**config.mk**
```make
export PLATFORM = sky130hd
export DESIGN_NAME = patch_netlist_eval
export DESIGN_NICKNAME = d
export VERILOG_FILES = /design/src/rtl/patch_netlist_eval.sv
export SDC_FILE = /design/constraint.sdc
export NUM_CORES = 1
export LEC_CHECK = 0
export CAP_MARGIN = 20
export CORE_MARGIN = 8
export CORE_UTILIZATION = 52
export CTS_CLUSTER_SIZE = 16
export DETAILED_ROUTE_END_ITERATION = 7
export PLACE_DENSITY = 0.73
export SLEW_MARGIN = 20
export SYNTH_ARGS = -nofsm -noshare
export SYNTH_HDL_FRONTEND = slang
export SYNTH_SLANG_ARGS = --single-unit
```
**constraint.sdc**
```tcl
create_clock -name clk -period 5.2 [get_ports clk]
set_clock_uncertainty 0.2 [all_clocks]
set_input_delay 1.04 -clock clk [delete_from_list [all_inputs] [get_ports clk]]
set_output_delay 1.04 -clock clk [all_outputs]
set_load 0.05 [all_outputs]
```
**src/rtl/patch_netlist_eval.sv**
```systemverilog
// patch_netlist_eval: evaluates a streamed netlist of 2-input gates on one
// latched primary-input vector and reports the value of the final gate.
// Optional feature: define EVAL_XOR_EN to enable XOR (op 2) and XNOR (op 3);
// without it those opcodes are rejected as unsupported and raise err.
module patch_netlist_eval #(
    parameter int NUM_PI    = 3,
    parameter int MAX_WIRES = 32,
    parameter int IDX_W     = 6
) (
    input  logic              clk,
    input  logic              rst_n,
    input  logic              start,
    input  logic [NUM_PI-1:0] pi_vec,
    input  logic              g_valid,
    output logic              g_ready,
    input  logic [1:0]        g_op,
    input  logic [IDX_W-1:0]  g_in0,
    input  logic [IDX_W-1:0]  g_in1,
    input  logic              g_inv0,
    input  logic              g_inv1,
    input  logic              g_last,
    output logic              out_valid,
    output logic              out_value,
    output logic [IDX_W-1:0]  out_wire_cnt,
    output logic              err
);

    localparam int PI_W = (NUM_PI > 1) ? $clog2(NUM_PI) : 1;
    localparam int WA_W = (MAX_WIRES > 1) ? $clog2(MAX_WIRES) : 1;
    localparam logic [IDX_W:0]   NUM_PI_X    = (IDX_W+1)'(NUM_PI);
    localparam logic [IDX_W-1:0] MAX_WIRES_X = IDX_W'(MAX_WIRES);

    typedef enum logic [1:0] {
        S_IDLE = 2'd0,
        S_RUN  = 2'd1,
        S_DONE = 2'd2,
        S_ERR  = 2'd3
    } state_t;

    state_t                state, next_state;
    logic [NUM_PI-1:0]     pi_q;
    logic [MAX_WIRES-1:0]  wire_q;
    logic [IDX_W-1:0]      count;

    logic xfer, gate_err, op_bad, legal0, legal1, v0, v1, result;

    // Value of operand idx: a latched primary input or an already-evaluated wire.
    function automatic logic operand(input logic [IDX_W-1:0] idx,
                                     input logic [NUM_PI-1:0] pis,
                                     input logic [MAX_WIRES-1:0] ws);
        logic [IDX_W:0]  ext;
        logic [IDX_W:0]  woff;
        logic [PI_W-1:0] pi_idx;
        logic [WA_W-1:0] w_idx;
        ext    = {1'b0, idx};
        woff   = ext - NUM_PI_X;
        pi_idx = idx[PI_W-1:0];
        w_idx  = woff[WA_W-1:0];
        return (ext < NUM_PI_X) ? pis[pi_idx] : ws[w_idx];
    endfunction

    // Gate evaluation and legality of the record currently offered.
    // NOTE: every always_comb output gets a default first so no path can infer a latch.
    always_comb begin
        xfer   = g_valid && (state == S_RUN);
        v0     = operand(g_in0, pi_q, wire_q) ^ g_inv0;
        v1     = operand(g_in1, pi_q, wire_q) ^ g_inv1;
        legal0 = {1'b0, g_in0} < (NUM_PI_X + {1'b0, count});
        legal1 = {1'b0, g_in1} < (NUM_PI_X + {1'b0, count});
        result = 1'b0;
        case (g_op)
            2'd0:    result = v0 & v1;
            2'd1:    result = v0 | v1;
            2'd2:    result = v0 ^ v1;
            default: result = ~(v0 ^ v1);
        endcase
`ifdef EVAL_XOR_EN
        op_bad = 1'b0;
`else
        op_bad = g_op[1];
`endif
        gate_err = !legal0 || !legal1 || (count == MAX_WIRES_X) || op_bad;
    end

    // State register.
    // NOTE: sequential state uses non-blocking assignments so every flop samples pre-edge values.
    always_ff @(posedge clk or negedge rst_n) begin
        if (!rst_n) state <= S_IDLE;
        else        state <= next_state;
    end

    // Next-state decode and state-derived handshake outputs.
    always_comb begin
        next_state = state;
        g_ready    = 1'b0;
        out_valid  = 1'b0;
        case (state)
            S_IDLE: if (start) next_state = S_RUN;
            S_RUN: begin
                g_ready = 1'b1;
                if (xfer) begin
                    if (gate_err)    next_state = S_ERR;
                    else if (g_last) next_state = S_DONE;
                end
            end
            S_DONE: begin
                out_valid  = 1'b1;
                next_state = S_IDLE;
            end
            default: if (start) next_state = S_RUN;
        endcase
    end

    // Datapath: latched inputs, wire store, gate counter, results and error flag.
    // NOTE: the wire store is a flat register vector, so it is cleared by reset
    // like any other flop; stale wires are never readable anyway because legality
    // only admits indices below the current count.
    always_ff @(posedge clk or negedge rst_n) begin
        if (!rst_n) begin
            pi_q         <= '0;
            wire_q       <= '0;
            count        <= '0;
            out_value    <= 1'b0;
            out_wire_cnt <= '0;
            err          <= 1'b0;
        end else begin
            if (start && (state == S_IDLE || state == S_ERR)) begin
                pi_q  <= pi_vec;
                count <= '0;
                err   <= 1'b0;
            end
            if (xfer) begin
                if (gate_err) begin
                    err <= 1'b1;
                end else begin
                    wire_q[count[WA_W-1:0]] <= result;
                    count                   <= count + IDX_W'(1);
                    if (g_last) begin
                        out_value    <= result;
                        out_wire_cnt <= count + IDX_W'(1);
                    end
                end
            end
        end
    end

endmodule

```
Yosys cells after proc, flatten, opt, wreduce, memory -nomap -nowiden
Index checks and enable logic that the tools add are counted.
{"block": "word_totals", "ramBits": 0, "latchBits": 0, "reg_bits": 51, "out_inout_bits": 10, "romBits": 0, "elab_cells": 78, "memories": 0, "inputBits": 24}
{"block": "op_classes", "mul": 0, "reduce_logical": 15, "n_mux": 27, "addsub": 4, "eq_ne": 8, "shifts": 0, "bitwise": 7, "div": 0, "magnitude_cmp": 10}
{"cell": "$bwmux W32", "n": 1}
{"cell": "$lt A5 B6 Y1 const B", "n": 3}
{"cell": "$mux W6", "n": 3}
{"cell": "$lt A6 B7 Y1", "n": 2}
{"cell": "$lt A6 B2 Y1 const B", "n": 2}
{"cell": "$mux W1", "n": 12}
{"cell": "$bmux W1 S5", "n": 2}
{"cell": "$sub A5 B2 Y5 const B", "n": 2}
{"cell": "$mux W2", "n": 4}
{"cell": "$add A2 B6 Y7 const A", "n": 1}
{"cell": "$add A6 B1 Y6 const B", "n": 1}
{"cell": "$eq A2 B2 Y1 const B", "n": 3}
{"cell": "$eq A6 B6 Y1 const B", "n": 1}
{"cell": "$lt A2 B3 Y1 const B", "n": 2}
{"cell": "$reduce_and A3 Y1", "n": 2}
{"cell": "$demux W1 S5", "n": 1}
{"cell": "$ge A5 B1 Y1 const B", "n": 1}
{"cell": "$bmux W1 S2", "n": 2}
{"cell": "$eq A2 B1 Y1 const B", "n": 2}
{"cell": "$logic_not A2 Y1", "n": 2}
{"cell": "$logic_or A1 B1 Y1", "n": 4}
{"cell": "$pmux W2 S2", "n": 1}
{"cell": "$logic_and A1 B1 Y1", "n": 3}
{"cell": "$ne A3 B3 Y1 const B", "n": 1}
{"cell": "other kinds (9)", "n": 13}

Longest topological paths before layout
{"block": "logic_depth", "ltp_word": 9, "ltp_mapped": 15, "depth_no_buf": 13}

Least setup slack after synthesis
No wires, ideal clock.
{"block": "synth_path", "kind": "input to register", "start": "in g_in0[0]", "end": "reg wire_q[15]", "arrival_ps": 4134, "t_required_ps": 4875, "path_slack_ps": 741, "path_buffers": 2, "setup_time_ps": 125, "path_stages": 14, "path_cell_list": "ha_1 -> clkbuf_1 -> mux4_2 -> mux4_2 -> mux2i_1 -> a21oi_1 -> or2_2 -> xor2_1 -> ha_1 -> xor2_1 -> nand2_1 -> o21ai_0 -> clkbuf_1 -> mux2_2"}
{"block": "synth_via", "elab_chain_cells": 9, "elab_cells_between_ends": 21, "classes_between": "add/sub: 1; order compare: 2; mux: 7; bitwise: 6; reduce/logical: 5"}
{"element": "from (decl)", "line_no": "17", "source": "input logic [IDX_W-1:0] g_in0,"}
{"element": "$sub A5 B2 Y5", "line_no": "56", "source": "woff = ext - NUM_PI_X;"}
{"element": "$bmux W1 S5", "line_no": "59", "source": "return (ext < NUM_PI_X) ? pis[pi_idx] : ws[w_idx];"}
{"element": "$mux W1 (implied by the code)", "line_no": "59"}
{"element": "$mux W1", "line_no": "59"}
{"element": "$xor A1 B1 Y1", "line_no": "66", "source": "v0 = operand(g_in0, pi_q, wire_q) ^ g_inv0;"}
{"element": "$xor A1 B1 Y1", "line_no": "74, 75"}
{"element": "$not A1 Y1", "line_no": "75", "source": "default: result = ~(v0 ^ v1);"}
{"element": "$pmux W1 S3", "line_no": "71", "source": "case (g_op)"}
{"element": "$bwmux W32", "line_no": "136", "source": "wire_q[count[WA_W-1:0]] <= result;"}
{"element": "to (signal, indexed assignment)", "line_no": "136"}
{"element": "to (decl)", "line_no": "42", "source": "logic [MAX_WIRES-1:0] wire_q;"}
Parallel ways exist; a longest one is shown, timed or not. The select of a mux whose other input is x is not followed.
A chain may end at the register's enable or synchronous reset.

Final worst setup path
{"block": "layout_path", "start": "in g_in0[0]", "end": "reg wire_q[8]"}
Same word-level chain as after synthesis.

==> impl_metrics.yaml <==
sta:
  period_share: 0.9136
  period_minus_slack_ns: 4.751
  slew_headroom: 0.4805
  fmax_mhz: 210.5
  finalHoldViolations: 0
  worst_pin_slew_ns: 0.7672
  finalSetupViolations: 0
  finalHoldWorstSlack_ns: 0.3116
  rsz0062_at_grt: "false"
  final_max_slew_viol_count: 0
setup_path:
  cp_top_family: "multiplexers"
  cp_cell_sequence: "clkdlybuf4s50_1, ha_1, mux4_2, mux4_2, mux2i_1, nor3_1, or2_2, xnor2_1, ha_1, nand2_1, o21ai_0, o21ai_2, buf_8, mux2_2"
  rr_endpoint: "wire_q[19]$_DFFE_PN0P_"
  r2r-start: "count[0]$_DFF_PN0_"
  slowest_delay_ns: 0.55
  cp.buffers_inverters: 2
  cp.depth: 14
  cp_slowest_cell: "o21ai_2"
  startpoint_type: "input pin"
  required_ns: 5.26
  critPathLaunch: "g_in0[0]"
  cp-endpoint: "wire_q[8]$_DFFE_PN0P_"
  cp_data_arrival_time_ns: 4.81
  r2r_cells: 12
  crit_fanout: 19
  path_class: "in -> reg"
  cp-end-kind: "flip-flop"
  rrSetupSlack_ns: 0.99
detailed_routing:
  first_pass_iters: 4
  remaining_drc_errors: 0
  ant_nets: 0
  vias: 2823
  wl_per_cell_um: 20.21
  vias_per_cell: 6.232
  drt_iter0_drc: 204
  finalWirelength_um: 9154
global_route:
  first_global_vias: 2804
  grt_first_pass_wirelength_um: 15120
  track_usage: 0.1902
  grt_remaining_overflow: 0
  antenna_found_initial: 0
  grt_max_degree: 52
floorplan:
  die_y_um: 99.64
  fp.dieW_um: 99.64
  initial_utilization: 0.5354
  coreArea_um2: 6794
  io_pins: 34
  num_rows: 30
  dieArea_um2: 9927
synth:
  ys_warn_count: 0
  ys_seq_area_frac: 0.3509
  synth_seq_cells: 51
  synthFlopType: "dfrtp_1"
  synth_compound_area_frac: 0.1311
  synth_area_per_cell_um2: 10.96
  syn_area_um2: 3637
  synth_top_family_by_area: "multiplexers"
  synth_xor_xnor_area_share: 0.04094
  postSynthNetCount: 373
  synthSimpleGateAreaFrac: 0.09804
  synthAdderAreaFrac: 0.06158
  synth-edff-count: 0
  synth_top_area_frac: 0.3509
  synthCells: 332
  synthMuxAreaShare: 0.2773
  synth_top_cell_by_area: "dfrtp_1"
  netlist-cell-type-count: 47
  synthArstFlopShare: 1.000
  synth.area.top_cells: "dfrtp_1 (35%), mux2_2 (13%), mux4_2 (11%), ha_1 (5.8%), mux2i_1 (3.6%)"
layout:
  most-common-layout-cells: "dfrtp_1 (51), mux2_2 (42), clkdlybuf4s50_1 (32)"
  area_growth_pct: 14.45
  mostFrequentLayoutCell: "dfrtp_1"
  diodes: 0
  num-fill-cells: 574
  final_net_count: 397
  final_cells: 453
  final_util: 0.6127
  drive_gt1_frac: 0.2493
run:
  maxCapViolCount: 0
placed_design:
  place_hpwl_um: 6736
  portBuffers: 33
  dp.cells: 445
  place_congestion: 0.8737
clock_tree:
  clk_latency_ns: 0.32
  clock-root-buffer: "clkbuf_8"
  clk_pin_slew_ns: 0.10
  cts_tree: "built"
  postCtsResizedCells: 0
  hold_buffers: 0
  cts_inserted_buffers: 5
  htreeDepth: 2
  postCtsSetupBuffers: 0
  clock_sinks: 51
  cts_buffer_depth: 2
status:
  status: "finished clean"
pwr:
  ir_drop_v: 0.0001245
  powerDensity_nw_per_um2: 240.2
  p_leak_nw: 1.776
min_path:
  hold_class: "reg -> reg"
-- cells by family after synthesis --
family,Yosys count
compound gates,69
xor+xnor,17
fa+ha+maj,18
buf+inv,33
flops,51
mux,73
simple gates,71
-- power breakdown --
group | total [mW] | switching (mW) | leakage [nW] | internal (mW)
logic | 0.312 | 0.187 | 1.03 | 0.125
registers | 0.445 | 0.0210 | 0.699 | 0.424
clock network | 0.243 | 0.145 | 0.0489 | 0.0977
-- sequential cells by signal (all words and copies together) (netlist names) --
signal,cells
wire_q,32
err,1
out_value,1
count,6
pi_q,3
state,2
out_wire_cnt,6
-- layout make-up --
| cell class | instances | area [µm²] | share of cell area |
|---|---|---|---|
| inverters | 6 | 22.52 | 0.005410 |
| well taps | 96 | 120.1 | 0.02885 |
| repair buffers | 44 | 427.9 | 0.1028 |
| multi-input cells | 248 | 2225 | 0.5344 |
| clock buffers | 5 | 68.82 | 0.01653 |
| flip-flops and latches | 51 | 1276 | 0.3066 |
| clock inverters | 3 | 22.52 | 0.005410 |
-- cells in the mapped netlist (2+ instances only) --
master	number
buf_6	2
mux2_2	42
clkbuf_1	17
nor4_1	2
o21ai_0	20
nand3_1	10
nor2_1	18
o211ai_1	15
o21ai_1	2
and3_1	5
a21oi_1	8
inv_1	6
mux4_2	18
nor3b_1	2
dfrtp_1	51
mux2i_1	13
or2_2	3
or3_1	3
nand3b_1	2
nor3_1	8
xnor2_1	6
buf_2	5
buf_1	2
nand4b_1	2
o2111ai_1	10
xor2_1	11
ha_1	17
nand2_1	13
-- metal layers --
layer  part of all wire  vias up  GRT usage
li1                   -     1314          -
met1               0.46     1420     0.2607
met2               0.47       80     0.3011
met3              0.056        9    0.04120
met4             0.0073        0    0.03725
met5                  0        -          0
-- worst min path at each step --
stage	start	end	slack, ns	depth (start not counted)
final	err$_DFF_PN0_	err$_DFF_PN0_	0.31	1
after global routing	out_wire_cnt[2]$_DFFE_PN0P_	out_wire_cnt[2]$_DFFE_PN0P_	0.34	1
after CTS	err$_DFF_PN0_	err$_DFF_PN0_	0.32	1
after detailed placement	err$_DFF_PN0_	err$_DFF_PN0_	0.29	1
after global placement	out_wire_cnt[1]$_DFFE_PN0P_	out_wire_cnt[1]$_DFFE_PN0P_	0.29	1
after floorplan	wire_q[15]$_DFFE_PN0P_	wire_q[15]$_DFFE_PN0P_	0.29	1
-- stage by stage --
step / setup TNS, ns / setup slack, ns / cell area, µm² / power (mW)
CTS: 0 / 0.4502 / 4163 / 1.004
finish: 0 / 0.4491 / 4163 / 0.9998
detailed placement: 0 / 0.1263 / 4071 / 0.7630
global placement: -2.682 / -0.08792 / 4056 / 0.7517
global route: 0 / 0.2328 / 4163 / 1.048
floorplan: 0 / 0.7415 / 3637 / 0.6529
(Power assumes the default switching activity.)
